File: config.mk
export PLATFORM = sky130hd
export DESIGN_NAME = instr_encoder_loader
export DESIGN_NICKNAME = d
export VERILOG_FILES = /design/src/rtl/instr_encoder_loader.sv
export SDC_FILE = /design/constraint.sdc
export NUM_CORES = 1
export LEC_CHECK = 0
export ABC_AREA = 1
export ABC_CLOCK_PERIOD_IN_PS = 1400
export CAP_MARGIN = 30
export CELL_PAD_IN_SITES_DETAIL_PLACEMENT = 2
export CELL_PAD_IN_SITES_GLOBAL_PLACEMENT = 2
export CORE_MARGIN = 2
export CORE_UTILIZATION = 21
export DETAILED_ROUTE_END_ITERATION = 8
export GPL_TIMING_DRIVEN = 0
export PLACE_DENSITY = 0.76
export RECOVER_POWER = 50
export SETUP_SLACK_MARGIN = 0.02
export SKIP_LAST_GASP = 1
export SLEW_MARGIN = 30
export SYNTH_ARGS = -nofsm -noshare
export SYNTH_HDL_FRONTEND = slang
export SYNTH_SLANG_ARGS = --single-unit
File: constraint.sdc
create_clock -name clk -period 1.4 [get_ports clk]
set_clock_uncertainty 0.05 [all_clocks]
set_input_delay 0.21 -clock clk [delete_from_list [all_inputs] [get_ports clk]]
set_output_delay 0.21 -clock clk [all_outputs]
set_load 0.005 [all_outputs]
File: src/rtl/instr_encoder_loader.sv
// Program loader: encodes symbolic instruction descriptors into 32-bit MIPS-style words
// and writes them sequentially into instruction memory. Optional macro: BRANCH_NOP_EN.
module instr_encoder_loader #(
   parameter int ADDR_W    = 8,
   parameter int NOP_SLOTS = 2
) (
   input  logic              clk,
   input  logic              rst_n,
   input  logic              start,
   input  logic              in_valid,
   output logic              in_ready,
   input  logic [3:0]        op_class,
   input  logic [4:0]        rs,
   input  logic [4:0]        rt,
   input  logic [4:0]        rd,
   input  logic [5:0]        funct,
   input  logic [15:0]       imm,
   input  logic              last,
   output logic              imem_we,
   output logic [ADDR_W-1:0] imem_addr,
   output logic [31:0]       imem_data,
   output logic [ADDR_W:0]   count,
   output logic              busy,
   output logic              done,
   output logic              error
);

`ifdef BRANCH_NOP_EN
   typedef enum logic [2:0] {IDLE, ACCEPT, WRITE, PAD, DONE} state_t;
`else
   typedef enum logic [2:0] {IDLE, ACCEPT, WRITE, DONE} state_t;
`endif

   localparam logic [ADDR_W-1:0] ADDR_MAX = '1;

   state_t      state, nxt;
   logic [31:0] word_q;
   logic        last_q;
   logic [31:0] enc_word;
   logic        enc_legal;
   logic        at_max;
   logic        take;
   logic        ovf_w;

`ifdef BRANCH_NOP_EN
   localparam logic [1:0] PAD_END = 2'(NOP_SLOTS - 1);
   logic       branch_q;
   logic [1:0] pad_cnt;
   logic       pad_last;
   logic       ovf_p;
   assign pad_last = (pad_cnt == PAD_END);
   // A branch landing in the last slot cannot fit its NOPs, so it overflows even with last set.
   assign ovf_w    = at_max && (!last_q || branch_q);
   assign ovf_p    = at_max && !(pad_last && last_q);
`else
   assign ovf_w    = at_max && !last_q;
`endif

   // Fields a class does not use stay zero no matter what the inputs carry.
   always_comb begin
      enc_word  = '0;
      enc_legal = 1'b1;
      case (op_class)
         4'd0:    enc_word = '0;
         4'd1:    enc_word = {6'b000000, rs, rt, rd, 5'b00000, funct};
         4'd2:    enc_word = {6'b001000, rs, rt, imm};
         4'd3:    enc_word = {6'b100011, rs, rt, imm};
         4'd4:    enc_word = {6'b101011, rs, rt, imm};
         4'd5:    enc_word = {6'b000100, rs, rt, imm};
         4'd6:    enc_word = {6'b000101, rs, rt, imm};
         4'd7:    enc_word = {6'b000001, rs, 5'b00000, imm};
         4'd8:    enc_word = {6'b000001, rs, 5'b00001, imm};
         4'd9:    enc_word = {6'b000110, rs, 5'b00000, imm};
         4'd10:   enc_word = {6'b000111, rs, 5'b00000, imm};
         default: enc_legal = 1'b0;
      endcase
   end

   assign at_max    = (imem_addr == ADDR_MAX);
   assign take      = (state == ACCEPT) && in_valid;
   assign busy      = (state != IDLE);
   assign done      = (state == DONE);
   assign imem_data = (state == WRITE) ? word_q : '0;

   always_ff @(posedge clk or negedge rst_n) begin
      if (!rst_n) state <= IDLE;
      else        state <= nxt;
   end

   always_comb begin
      nxt      = state;
      in_ready = 1'b0;
      imem_we  = 1'b0;
      case (state)
         IDLE:   if (start) nxt = ACCEPT;
         ACCEPT: begin
            in_ready = 1'b1;
            if (in_valid && enc_legal) nxt = WRITE;
         end
         WRITE: begin
            imem_we = 1'b1;
            if (at_max) nxt = DONE;
`ifdef BRANCH_NOP_EN
            else if (branch_q) nxt = PAD;
`endif
            else if (last_q) nxt = DONE;
            else nxt = ACCEPT;
         end
`ifdef BRANCH_NOP_EN
         PAD: begin
            imem_we = 1'b1;
            if (at_max) nxt = DONE;
            else if (pad_last) nxt = last_q ? DONE : ACCEPT;
         end
`endif
         DONE:    nxt = IDLE;
         default: nxt = IDLE;
      endcase
   end

   always_ff @(posedge clk or negedge rst_n) begin
      if (!rst_n) begin
         word_q    <= '0;
         last_q    <= 1'b0;
         imem_addr <= '0;
         count     <= '0;
         error     <= 1'b0;
`ifdef BRANCH_NOP_EN
         branch_q  <= 1'b0;
         pad_cnt   <= '0;
`endif
      end else begin
         if (state == IDLE && start) begin
            imem_addr <= '0;
            count     <= '0;
            error     <= 1'b0;
         end
         if (take && !enc_legal) error <= 1'b1;
         if (take && enc_legal) begin
            word_q   <= enc_word;
            last_q   <= last;
`ifdef BRANCH_NOP_EN
            branch_q <= (op_class >= 4'd5) && (op_class <= 4'd10);
            pad_cnt  <= '0;
`endif
         end
         // The address saturates at the top of memory; count keeps tallying writes.
         if (imem_we) begin
            count <= count + 1'b1;
            if (!at_max) imem_addr <= imem_addr + 1'b1;
         end
         if (state == WRITE && ovf_w) error <= 1'b1;
`ifdef BRANCH_NOP_EN
         if (state == PAD) begin
            pad_cnt <= pad_cnt + 1'b1;
            if (ovf_p) error <= 1'b1;
         end
`endif
      end
   end

endmodule
==> results.txt, run 1 <==
----------------------------------------------------
[Setup path]
  Worst r2r src ... state[0]
  Worst Path Max Fanout ... 5
  WP data arrival ... between 1000 and 1500 ps
  R2r setup slk ... -250 ps
  Worst r2r path cells ... 9
  Crit Path Category ... reg2out
  Crit end category ... output pin
  Worst R2R End ... word_q[19]
  Startpoint kind of the worst setup timing path ... flop
  Required @ worst endpoint ... 1140 ps

[Routing]
  DR vias/cell ... approximately 4.4
  Average routed wire per standard cell ... ~18 µm
  Vias after detailed routing ... 3337
  Count of unresolved DRC violations after routing ... 0
  Post-DRT Antenna Nets ... 0
  Wirelength, routed ... approximately 13 mm
  Detailed-router iteration count before antenna repair ... 4
  DRC marker count from the first detailed-route iteration ... slightly below 80

[Synthesis]
  Most repeated cell in the gate-level netlist after synthesis ... sky130_fd_sc_hd__nand2_1
  Most instantiated flip-flop cell in the synthesis netlist ... sky130_fd_sc_hd__dfrtp_1
  Simple-gate share of the synthesized area ... a little under a third
  Area of the mapped netlist ... ~0.0029 mm²
  Leading cell types by count after synthesis ... sky130_fd_sc_hd__nand2_1, sky130_fd_sc_hd__inv_1, sky130_fd_sc_hd__dfrtp_1
  Ys Warns ... 0
  Flop and latch count out of synthesis ... 52
  Synthesized Nets ... about 460
  Largest family of logic cells by synthesized area ... simple AND/OR/NAND/NOR gates
  Proportion of synthesized flip-flops having asynchronous set or reset ... 100.0%
  Sequential share of the synthesized area ... 45.30%
  Instance count of the mapped netlist ... roughly 420
  Leading cell types by total area after synthesis ... sky130_fd_sc_hd__dfrtp_1, sky130_fd_sc_hd__nand2_1, sky130_fd_sc_hd__inv_1, sky130_fd_sc_hd__nor2_1, sky130_fd_sc_hd__o21ai_0
  Post-synthesis xor/xnor area fraction ... 0.3049%
  Count of flip-flops with a built-in enable after synthesis ... 0
  Proportion of synthesized area in mux cells ... 0%
  Number of library cell types mapped by synthesis ... 26
  Post-synth top area cell ... sky130_fd_sc_hd__dfrtp_1
  Adder and majority gate portion of the synthesized area ... less than 1%
  Area share of the largest cell type after synthesis ... between 40% and 50%
  Synth Area in Compound Gates ... under 10%
  Average cell area after synthesis ... 6.922 µm²

[Pwr]
  IR Drop Worst-Case VDD ... a little under 0.5 mV
  Leakage power ... ~2.7 nW
  Areal power density over the cells ... roughly 1500 mW/mm²

[STA]
  Peak Freq ... about 580 MHz
  Worst relative slew slack ... ~57%
  Setup repair after global routing missed its margin ... true
  Setup violation total in the final timing report ... 86
  Slack of the critical path ... -334.3 ps
  Ratio of final minimum period to clock period ... 123.9%
  Transition at the pin with the smallest max-transition slack ... 646.1 ps
  Fin. max-slew vios ... 0
  Final critical delay including setup and external delays ... between 1500 and 2000 ps
  Final count of hold timing violations ... 0

[Clock tree]
  Maximum buffer depth of the clock tree ... 2
  Clock tree from TritonCTS ... done
  Number of buffers added by the clock tree synthesis step ... 5
  Num Clock Sinks ... 52
  Clock input transition at the sequential cells of the worst setup and hold paths ... 70 ps
  H-tree level count ... 2
  Worst-skew pair later-pin latency ... approximately 300 ps
  CTS root buffer ... sky130_fd_sc_hd__clkbuf_16

[Placed design]
  Half-perimeter wire length of the detailed placement result ... approximately 7.9 mm
  Buffers on Ports ... 98
  Post-detailed-placement cell area ... around 0.0041 mm²
  GP Congestion ... 0.7723

[Die]
  Placeable Area ... roughly 0.013 mm²
  Area of the die ... around 0.015 mm²
  Vertical extent of the die ... roughly 120 µm
  Effective utilization at floorplan ... a little over a fifth
  Chip width ... 121.0 µm
  Top Ports ... 100
  Number of placement rows ... 42

[Layout]
  Utilization of the core after routing ... 40.74%
  Nets ... approximately 630
  Area of all placed cells without fillers ... approximately 0.0054 mm²
  Share of layout cells above drive strength 1 ... around two fifths
  Synthesis-to-finish area growth ... 88.55%

[Min path]
  Worst hold path type ... in2reg
  Hold Startpoint ... rs[0]
  Worst hold path endpoint ... word_q[21]
  Min-Delay Path Depth ... 3

[Flow run]
  Max-cap check violation count ... 0

[Global route]
  Number of global-route vias before repair ... around 3800
  Maximum number of pins on one net before global-route repair ... 31
  Total grt overflow ... 0
  Wire length of the first global-routing pass ... 19.93 mm
  Overall global routing resource usage ... 17.39%
  Number of antenna violations at the first check in global routing ... 1

[Outcome]
  Failing checks ... negative setup slack
  Outcome ... finished, violations left

----------------------------------------------------
## cell usage in the layout (no fill, tap or decap), types with 3 or more instances in the layout
| cell | netlist | final |
|---|---|---|
| sky130_fd_sc_hd__buf_6 | 4 | 21 |
| sky130_fd_sc_hd__buf_4 | 4 | 42 |
| sky130_fd_sc_hd__nand2_2 | 2 | 13 |
| sky130_fd_sc_hd__nor2_2 | 1 | 13 |
| sky130_fd_sc_hd__bufbuf_16 | 0 | 4 |
| sky130_fd_sc_hd__a21oi_2 | 0 | 3 |
| sky130_fd_sc_hd__nor2_4 | 1 | 29 |
| sky130_fd_sc_hd__o22ai_1 | 7 | 6 |
| sky130_fd_sc_hd__nand3_1 | 24 | 15 |
| sky130_fd_sc_hd__nand3_4 | 0 | 3 |
| sky130_fd_sc_hd__dfrtp_2 | 0 | 7 |
| sky130_fd_sc_hd__dfrtp_1 | 52 | 45 |
| sky130_fd_sc_hd__o21ai_1 | 4 | 16 |
| sky130_fd_sc_hd__nor2_1 | 51 | 11 |
| sky130_fd_sc_hd__nand2_1 | 136 | 118 |
| sky130_fd_sc_hd__clkbuf_16 | 0 | 11 |
| sky130_fd_sc_hd__o21ai_2 | 0 | 6 |
| sky130_fd_sc_hd__inv_2 | 2 | 6 |
| sky130_fd_sc_hd__nand2_4 | 0 | 6 |
| sky130_fd_sc_hd__o21ai_0 | 30 | 12 |
| sky130_fd_sc_hd__clkdlybuf4s50_1 | 0 | 43 |
| sky130_fd_sc_hd__inv_1 | 72 | 65 |
| sky130_fd_sc_hd__nand3_2 | 0 | 6 |
| sky130_fd_sc_hd__buf_8 | 0 | 8 |
| sky130_fd_sc_hd__buf_2 | 4 | 27 |
| sky130_fd_sc_hd__dlygate4sd2_1 | 0 | 20 |
## cell families after synthesis
group,Yosys count
simple gates,221
buf+inv,89
flops,52
compound gates,49
fa+ha+maj,2
xor+xnor,1
other cells,1
## layout make-up
cell class | count | area [µm²]
Antenna cell | 1 | 2.502
Multi-Input combinational cell | 274 | 1665
Buffer | 15 | 222.7
Inverter | 74 | 290.3
Clock buffer | 8 | 146.4
Timing Repair inverter | 1 | 11.26
Sequential cell | 52 | 1310
Fill cell | 1483 | 7879
Tap cell | 176 | 220.2
Timing Repair Buffer | 162 | 1548
## report_power, final
part	total (mW)	switching, mW	internal [mW]
registers	2.34	0.277	2.06
clock network	1.30	0.584	0.717
logic	4.60	2.39	2.21
total	8.23	3.25	4.98
## sequential cells by signal (all words and copies together), names as in the netlist
name and count:
count 9, word_q 31, imem_addr 8, last_q 1
state 2, error 1
## layer usage
| metal | global-route usage [%] | vias up | routed length, µm |
|---|---|---|---|
| met5 | 0 | - | 0 |
| met4 | 3.706 | 0 | 255 |
| met3 | 4.417 | 17 | 747 |
| met2 | 32.72 | 81 | 7272 |
| met1 | 19.57 | 1636 | 5168 |
| li1 | - | 1603 | - |
## worst max path at each step
stage	from	endpoint	slack, ps	cells past startpoint
2_1_floorplan	imem_addr[0]	imem_addr[2]	40	7
3_3_place_gp	rst_n	word_q[21]	-1780	1
3_5_place_dp	state[1]	imem_data[6]	-720	6
4_1_cts	state[1]	imem_data[15]	-270	6
5_1_grt	state[1]	imem_data[20]	-400	6
6_report	state[1]	imem_data[6]	-330	6
## worst max-delay path: stages, from the launching register on
cell	delay, ps
sky130_fd_sc_hd__dfrtp_1	390
sky130_fd_sc_hd__inv_2	70
sky130_fd_sc_hd__nor2_4	150
sky130_fd_sc_hd__clkinv_4	160
sky130_fd_sc_hd__clkbuf_16	200
sky130_fd_sc_hd__nor2_4	80
sky130_fd_sc_hd__buf_2	110
## repair_timing
action	in CTS	in global routing
cloned	8	3
pin swaps	8	28
buffers inserted	38	15
hold buffers	1	0
endpoints found under the hold margin	22	0
endpoints found under the setup margin	101	87
gates resized for setup	275	94
## through the flow
stage          setup slack, ps  instances  power [mW]  hold slack [ps]  setup TNS (ps)
2_1_floorplan            41.82        415       3.625           -135.6               0
3_3_place_gp             -1779        689       4.744            415.0         -126390
3_5_place_dp            -718.9        690       4.888            100.1          -38490
4_1_cts                 -274.7        745       7.419            314.5          -13710
5_1_grt                 -398.0        763       8.830            423.9          -25010
6_report                -334.3        763       8.234            408.4          -18220
Power figures use the tool's default switching activity.
==> inputs of run 2 (changes only) <==
- ABC_CLOCK_PERIOD_IN_PS: 1400 -> 1600
- CORE_UTILIZATION: 21 -> 24
- GPL_TIMING_DRIVEN: 0 -> unset
- PLACE_DENSITY: 0.76 -> 0.82
- clock period: 1.4 -> 1.6 ns (I/O delays scaled with it)
==> results.txt, run 2 (synthesized netlist as in run 1, its figures left out) <==
----------------------------------------------------
[Outcome]
  Failing checks ... design-rule violations, negative setup slack
  Outcome ... finished, violations left

[Die]
  Effective utilization at floorplan ... 24.84% (+3.2 points)
  Top Ports ... 100 (unchanged)
  Area of the die ... 0.01286 mm² (-12%)
  Chip width ... 113.4 µm (-6.2%)
  Vertical extent of the die ... 113.4 µm (-6.2%)
  Number of placement rows ... 39 (-7.1%)
  Placeable Area ... 0.01156 mm² (-13%)

[Clock tree]
  Clock tree from TritonCTS ... done
  Number of buffers added by the clock tree synthesis step ... 5 (unchanged)
  Worst-skew pair later-pin latency ... 290 ps (about the same)
  Num Clock Sinks ... 52 (unchanged)
  Clock input transition at the sequential cells of the worst setup and hold paths ... 70 ps (about the same)
  Maximum buffer depth of the clock tree ... 2 (unchanged)
  CTS root buffer ... sky130_fd_sc_hd__clkbuf_16
  H-tree level count ... 2 (unchanged)

[Layout]
  Share of layout cells above drive strength 1 ... 28.72% (-9.5 points)
  Largest register FFs ... 31 (unchanged)
  Synthesis-to-finish area growth ... 71.99%
  Most common cell after layout, fill and taps aside ... sky130_fd_sc_hd__nand2_1
  Register containing the most flip-flops in the final layout ... word_q
  Number of filler instances in the final layout ... 1316 (-11%)
  Nets ... 612 (-3.3%)
  Leading cell types in the layout, fill and taps excluded ... sky130_fd_sc_hd__nand2_1, sky130_fd_sc_hd__inv_1, sky130_fd_sc_hd__clkdlybuf4s50_1, sky130_fd_sc_hd__dfrtp_1, sky130_fd_sc_hd__buf_4
  Biggest registers after layout ... word_q x31, count x9, imem_addr x8
  Antenna diode count ... 0 (-1)
  Area of all placed cells without fillers ... 0.004941 mm² (-8.8%)

[Routing]
  Vias after detailed routing ... 3255 (-2.5%)
  DR vias/cell ... 4.604 (+5.3%)
  DRC marker count from the first detailed-route iteration ... 93 (+18%)
  Average routed wire per standard cell ... 16.95 µm (-3.8%)
  Post-DRT Antenna Nets ... 0 (unchanged)
  Detailed-router iteration count before antenna repair ... 8 (+4)
  Count of unresolved DRC violations after routing ... 1 (+1)
  Wirelength, routed ... 11.99 mm (-11%)

[STA]
  Peak Freq ... between 500 and 600 MHz
  Setup repair after global routing missed its margin ... true
  Setup violation total in the final timing report ... 58 (-33%)
  Transition at the pin with the smallest max-transition slack ... 785.3 ps (+139.3 ps)
  Worst relative slew slack ... 47.65% (-9.3 points)
  Final total negative setup slack ... -2781 ps (+15440 ps)
  Slack of the critical path ... -144.7 ps (+189.6 ps)
  Fin. max-slew vios ... 0 (unchanged)
  Ratio of final minimum period to clock period ... 109.0%
  Final critical delay including setup and external delays ... 1745 ps
  Final count of hold timing violations ... 0 (unchanged)

[Placed design]
  Post-detailed-placement cell area ... 0.004197 mm² (+2.6%)
  Half-perimeter wire length of the detailed placement result ... 7.782 mm (-0.99%)
  GP Congestion ... 0.7670 (-0.69%)
  Buffers on Ports ... 98 (unchanged)

[Global route]
  Overall global routing resource usage ... 17.82% (+0.44 points)
  Number of antenna violations at the first check in global routing ... 0 (-1)
  Wire length of the first global-routing pass ... 18.42 mm (-7.6%)
  Number of global-route vias before repair ... 3571 (-7.0%)
  Total grt overflow ... 0 (unchanged)
  Maximum number of pins on one net before global-route repair ... 53 (+71%)

[Pwr]
  Leakage power ... 2.411 nW (-9.7%)
  IR Drop Worst-Case VDD ... 0.5604 mV (+16%)
  Areal power density over the cells ... 1362 mW/mm² (-10%)

[Setup path]
  WP data arrival ... 1450 ps (-20 ps)
  Worst stage delay on the critical path ... 420 ps (+30 ps)
  Required @ worst endpoint ... 1310 ps (+170 ps)
  Crit Path Category ... reg2out
  CP max stage cell ... sky130_fd_sc_hd__dfrtp_1
  Crit end category ... output pin
  List of cells traversed by the critical path ... nor2_4 > inv_8 > buf_12 > buf_12 > nor2_4 > buf_2
  Startpoint kind of the worst setup timing path ... flop
  Worst r2r src ... state[1]
  Worst Path Max Fanout ... 6 (+1)
  Launching element of the worst setup path ... state[0]

[Min path]
  Worst hold path type ... reg2reg
  Hold Startpoint ... word_q[0]

[Flow run]
  Max-cap check violation count ... 0 (unchanged)

----------------------------------------------------
run 2: worst max-delay path, delay by kind of cell, from the launching register on:
| family | cells | cell delay, ps |
|---|---|---|
| flops | 1 | 420 |
| buf+inv | 4 | 490 |
| simple gates | 2 | 260 |
run 2: path summary, 6_finish.rpt:
check | endpoint | slack (ps) | cells after the start
setup / recovery | imem_data[24] | -140 | 6
hold / removal | word_q[0] | 450 | 2
setup reg to reg | word_q[31] | -120 | 8
hold reg to reg | word_q[0] | 450 | 2
max in group asynchronous | count[4] | 300 | 3
min in group asynchronous | imem_addr[5] | 620 | 3
run 2: timing repair:
action                                  4_1_cts  5_1_grt
hold buffers                                  1        0
buffers inserted                              9       12
endpoints found under the setup margin       46       85
resized for setup                           173       91
cloned                                        4        4
hold endpoints to repair                     52        0
pin swaps                                     2        6
run 2: layout make-up:
| cell class | count | area [µm²] | area share [%] |
|---|---|---|---|
| clock buffer | 7 | 152.6 | 3.089 |
| timing repair inverter | 1 | 7.507 | 0.1519 |
| timing repair buffer | 156 | 1525 | 30.87 |
| multi-input combinational | 274 | 1476 | 29.88 |
| inverter | 74 | 291.5 | 5.900 |
| sequential | 52 | 1309 | 26.49 |
| tap | 143 | 178.9 | 3.621 |
run 2: metal layers:
layer | global-route usage, % | up-vias | wire length [µm]
met5 | 0 | - | 0
met2 | 32.46 | 87 | 6358
met1 | 22.31 | 1606 | 4979
met4 | 2.927 | 0 | 136
li1 | - | 1552 | -
met3 | 3.348 | 10 | 511
run 2: power breakdown:
| part | total [mW] | internal [mW] | switching [mW] | leakage (nW) |
|---|---|---|---|---|
| Combinational | 3.49 | 1.66 | 1.83 | 1.66 |
| Clock | 1.14 | 0.658 | 0.482 | 0.0760 |
| Sequential | 2.09 | 1.80 | 0.291 | 0.674 |
run 2: stage by stage:
| stage | hold slack, ps | instances | util (%) | power, mW | setup slack, ps |
|---|---|---|---|---|---|
| final | 445.7 | 707 | 42.72 | 6.729 | -144.7 |
| after global routing | 474.6 | 707 | 42.72 | 7.186 | -250.4 |
| after CTS | 443.1 | 692 | 39.60 | 6.141 | -147.2 |
| after detailed placement | 218.8 | 672 | 36.29 | 4.426 | -263.1 |
| after global placement | 211.3 | 672 | 36.29 | 4.266 | -218.3 |
| after floorplan | -105.6 | 415 | - | 3.172 | 241.8 |
==> inputs of run 3 (changes only) <==
- PLACE_DENSITY: 0.82 -> 0.8
==> results.txt, run 3 (synthesized netlist as in run 1, its figures left out) <==
----------------------------------------------------
[Outcome]
  Outcome ... finished, violations left
  Failing checks ... negative setup slack

[Layout]
  Leading cell types in the layout, fill and taps excluded ... sky130_fd_sc_hd__nand2_1, sky130_fd_sc_hd__inv_1, sky130_fd_sc_hd__clkdlybuf4s50_1, sky130_fd_sc_hd__dfrtp_1, sky130_fd_sc_hd__buf_4
  Most common cell after layout, fill and taps aside ... sky130_fd_sc_hd__nand2_1
  Biggest registers after layout ... word_q x31, count x9, imem_addr x8
  Antenna diode count ... 0 (unchanged)
  Number of filler instances in the final layout ... 1317 (+0.076%)
  Nets ... 614 (+0.33%)
  Largest register FFs ... 31 (unchanged)
  Share of layout cells above drive strength 1 ... 28.92% (+0.20 points)
  Synthesis-to-finish area growth ... 72.47%
  Utilization of the core after routing ... 42.84% (+0.12 points)
  Area of all placed cells without fillers ... 0.004955 mm² (+0.28%)
  Register containing the most flip-flops in the final layout ... word_q

[STA]
  Transition at the pin with the smallest max-transition slack ... 794.4 ps (+9.096 ps)
  Peak Freq ... 559.5 MHz (-2.4%)
  Ratio of final minimum period to clock period ... 111.7% (+2.7 points)
  Final count of hold timing violations ... 0 (unchanged)
  Final critical delay including setup and external delays ... 1787 ps (+42.63 ps)
  Slack of the critical path ... -187.3 ps (-42.63 ps)
  Worst relative slew slack ... 47.04% (-0.61 points)
  Setup repair after global routing missed its margin ... true
  Setup violation total in the final timing report ... 43 (-26%)
  Fin. max-slew vios ... 0 (unchanged)

[Routing]
  DRC marker count from the first detailed-route iteration ... 104 (+12%)
  Detailed-router iteration count before antenna repair ... 4 (-4)
  Count of unresolved DRC violations after routing ... 0 (-1)
  Average routed wire per standard cell ... 17.65 µm (+4.1%)
  Vias after detailed routing ... 3293 (+1.2%)
  Post-DRT Antenna Nets ... 0 (unchanged)
  Wirelength, routed ... 12.53 mm (+4.5%)
  DR vias/cell ... 4.638 (+0.74%)

[Global route]
  Number of antenna violations at the first check in global routing ... 0 (unchanged)
  Overall global routing resource usage ... 18.71% (+0.88 points)
  Maximum number of pins on one net before global-route repair ... 53 (unchanged)
  Total grt overflow ... 0 (unchanged)
  Number of global-route vias before repair ... 3570 (-0.028%)
  Wire length of the first global-routing pass ... 18.98 mm (+3.0%)

[Setup path]
  Worst Path Max Fanout ... 6 (unchanged)
  Crit Path Category ... reg2out
  WP data arrival ... 1500 ps (+50 ps)
  Startpoint kind of the worst setup timing path ... flop
  Required @ worst endpoint ... 1310 ps (about the same)
  Crit end category ... output pin

[Pwr]
  Internal Pwr Total ... 4.128 mW (+0.12%)
  Logic gate share of total power ... 52.5% (+0.6 points)
  Switching share of power ... 39.39% (+0.66 points)
  Leakage power ... 2.437 nW (+1.1%)
  Switching power ... 2.682 mW (+3.0%)
  Share of total power in the clock network ... 16.9% (about the same)
  IR Drop Worst-Case VDD ... 0.4772 mV (-15%)
  Sequential Power Share ... 30.6% (-0.5 points)
  Areal power density over the cells ... 1374 mW/mm² (+0.93%)

[Placed design]
  GP Congestion ... 0.7473 (-2.6%)
  Post-detailed-placement cell area ... 0.004182 mm² (-0.36%)
  Buffers on Ports ... 98 (unchanged)
  Half-perimeter wire length of the detailed placement result ... 7.541 mm (-3.1%)

[Die]
  Number of placement rows ... 39 (unchanged)
  Chip width ... 113.4 µm (unchanged)
  Placeable Area ... 0.01156 mm² (unchanged)
  Top Ports ... 100 (unchanged)
  Area of the die ... 0.01286 mm² (unchanged)
  Effective utilization at floorplan ... 24.84% (unchanged)
  Vertical extent of the die ... 113.4 µm (unchanged)

[Clock tree]
  Clock input transition at the sequential cells of the worst setup and hold paths ... 70 ps (about the same)
  H-tree level count ... 2 (unchanged)
  Maximum buffer depth of the clock tree ... 2 (unchanged)
  CTS root buffer ... sky130_fd_sc_hd__clkbuf_16
  Worst-skew pair later-pin latency ... 300 ps (about the same)
  Number of buffers added by the clock tree synthesis step ... 5 (unchanged)
  Clock tree from TritonCTS ... done
  Num Clock Sinks ... 52 (unchanged)

[Min path]
  Worst hold path type ... reg2reg

[Flow run]
  Max-cap check violation count ... 0 (unchanged)

----------------------------------------------------
## run 3: cell types whose count changed in the layout (fill, tap and decap cells not counted), sizes merged
| cell | before | now |
|---|---|---|
| clkinvlp | 2 | 0 |
| clkbuf | 12 | 18 |
| buf | 84 | 83 |
| clkdlybuf4s15 | 0 | 2 |
| clkinv | 0 | 1 |
| dlygate4sd2 | 3 | 0 |
## run 3: worst paths after layout
kind | start | to | slack (ps) | depth (start not counted)
max in group asynchronous | rst_n | count[4] | 310 | 3
min in group asynchronous | rst_n | imem_addr[5] | 610 | 3
max reg2reg | state[0] | word_q[18] | -90 | 11
max | state[1] | imem_data[15] | -190 | 6
min | word_q[4] | word_q[4] | 450 | 2
min reg2reg | word_q[4] | word_q[4] | 450 | 2
## run 3: repair_timing
item	4_1_cts	5_1_grt
hold buffers	1	0
pin swaps	3	6
gates resized for setup	131	122
hold endpoints to repair	52	0
setup buffers	11	15
cloned	6	2
setup endpoints to repair	45	84
## run 3: through the flow
step           power, mW  setup WS [ps]  setup TNS, ps  hold slack [ps]  std cells
2_1_floorplan      3.172          241.8              0           -105.6        415
3_3_place_gp       4.251         -133.3          -4515            211.6        670
3_5_place_dp       4.402         -232.3          -8303            214.1        670
4_1_cts            6.190         -211.4          -4360            440.2        696
5_1_grt            7.262         -249.7         -10740            470.7        710
6_report           6.810         -187.3          -5285            452.6        710
## run 3: layout make-up
type                            instances  area (µm²)  share of cell area [%]
Clock buffer                            8       146.4                   2.955
Inverter                               74       287.8                   5.808
Multi-Input combinational cell        274        1469                   29.65
Sequential cell                        52        1310                   26.44
Tap cell                              143       178.9                   3.611
Timing Repair Buffer                  159        1563                   31.54
## run 3: power by group through the flow
stage	combinational (mW)	sequential (mW)	clock, mW
final	3.58	2.09	1.15
after global routing	3.91	2.14	1.21
after global placement	2.20	2.05	0
after detailed placement	2.32	2.08	0
after floorplan	1.15	2.02	0
after CTS	2.97	2.07	1.15
## run 3: metal layers
metal	track usage, %	vias to the layer above	part of all wire [%]
met3	4.038	8	4.5
met1	24.36	1636	43
li1	-	1563	-
met2	32.42	86	52
met5	0	-	0
met4	3.333	0	0.79
## run 3: worst max-delay path: stages, from the launching register on
cell and delay (ps):
sky130_fd_sc_hd__dfrtp_1 400, sky130_fd_sc_hd__inv_2 80, sky130_fd_sc_hd__nor2_4 140, sky130_fd_sc_hd__clkinv_4 160, sky130_fd_sc_hd__buf_12 190, sky130_fd_sc_hd__nor2_4 90, sky130_fd_sc_hd__clkbuf_2 120
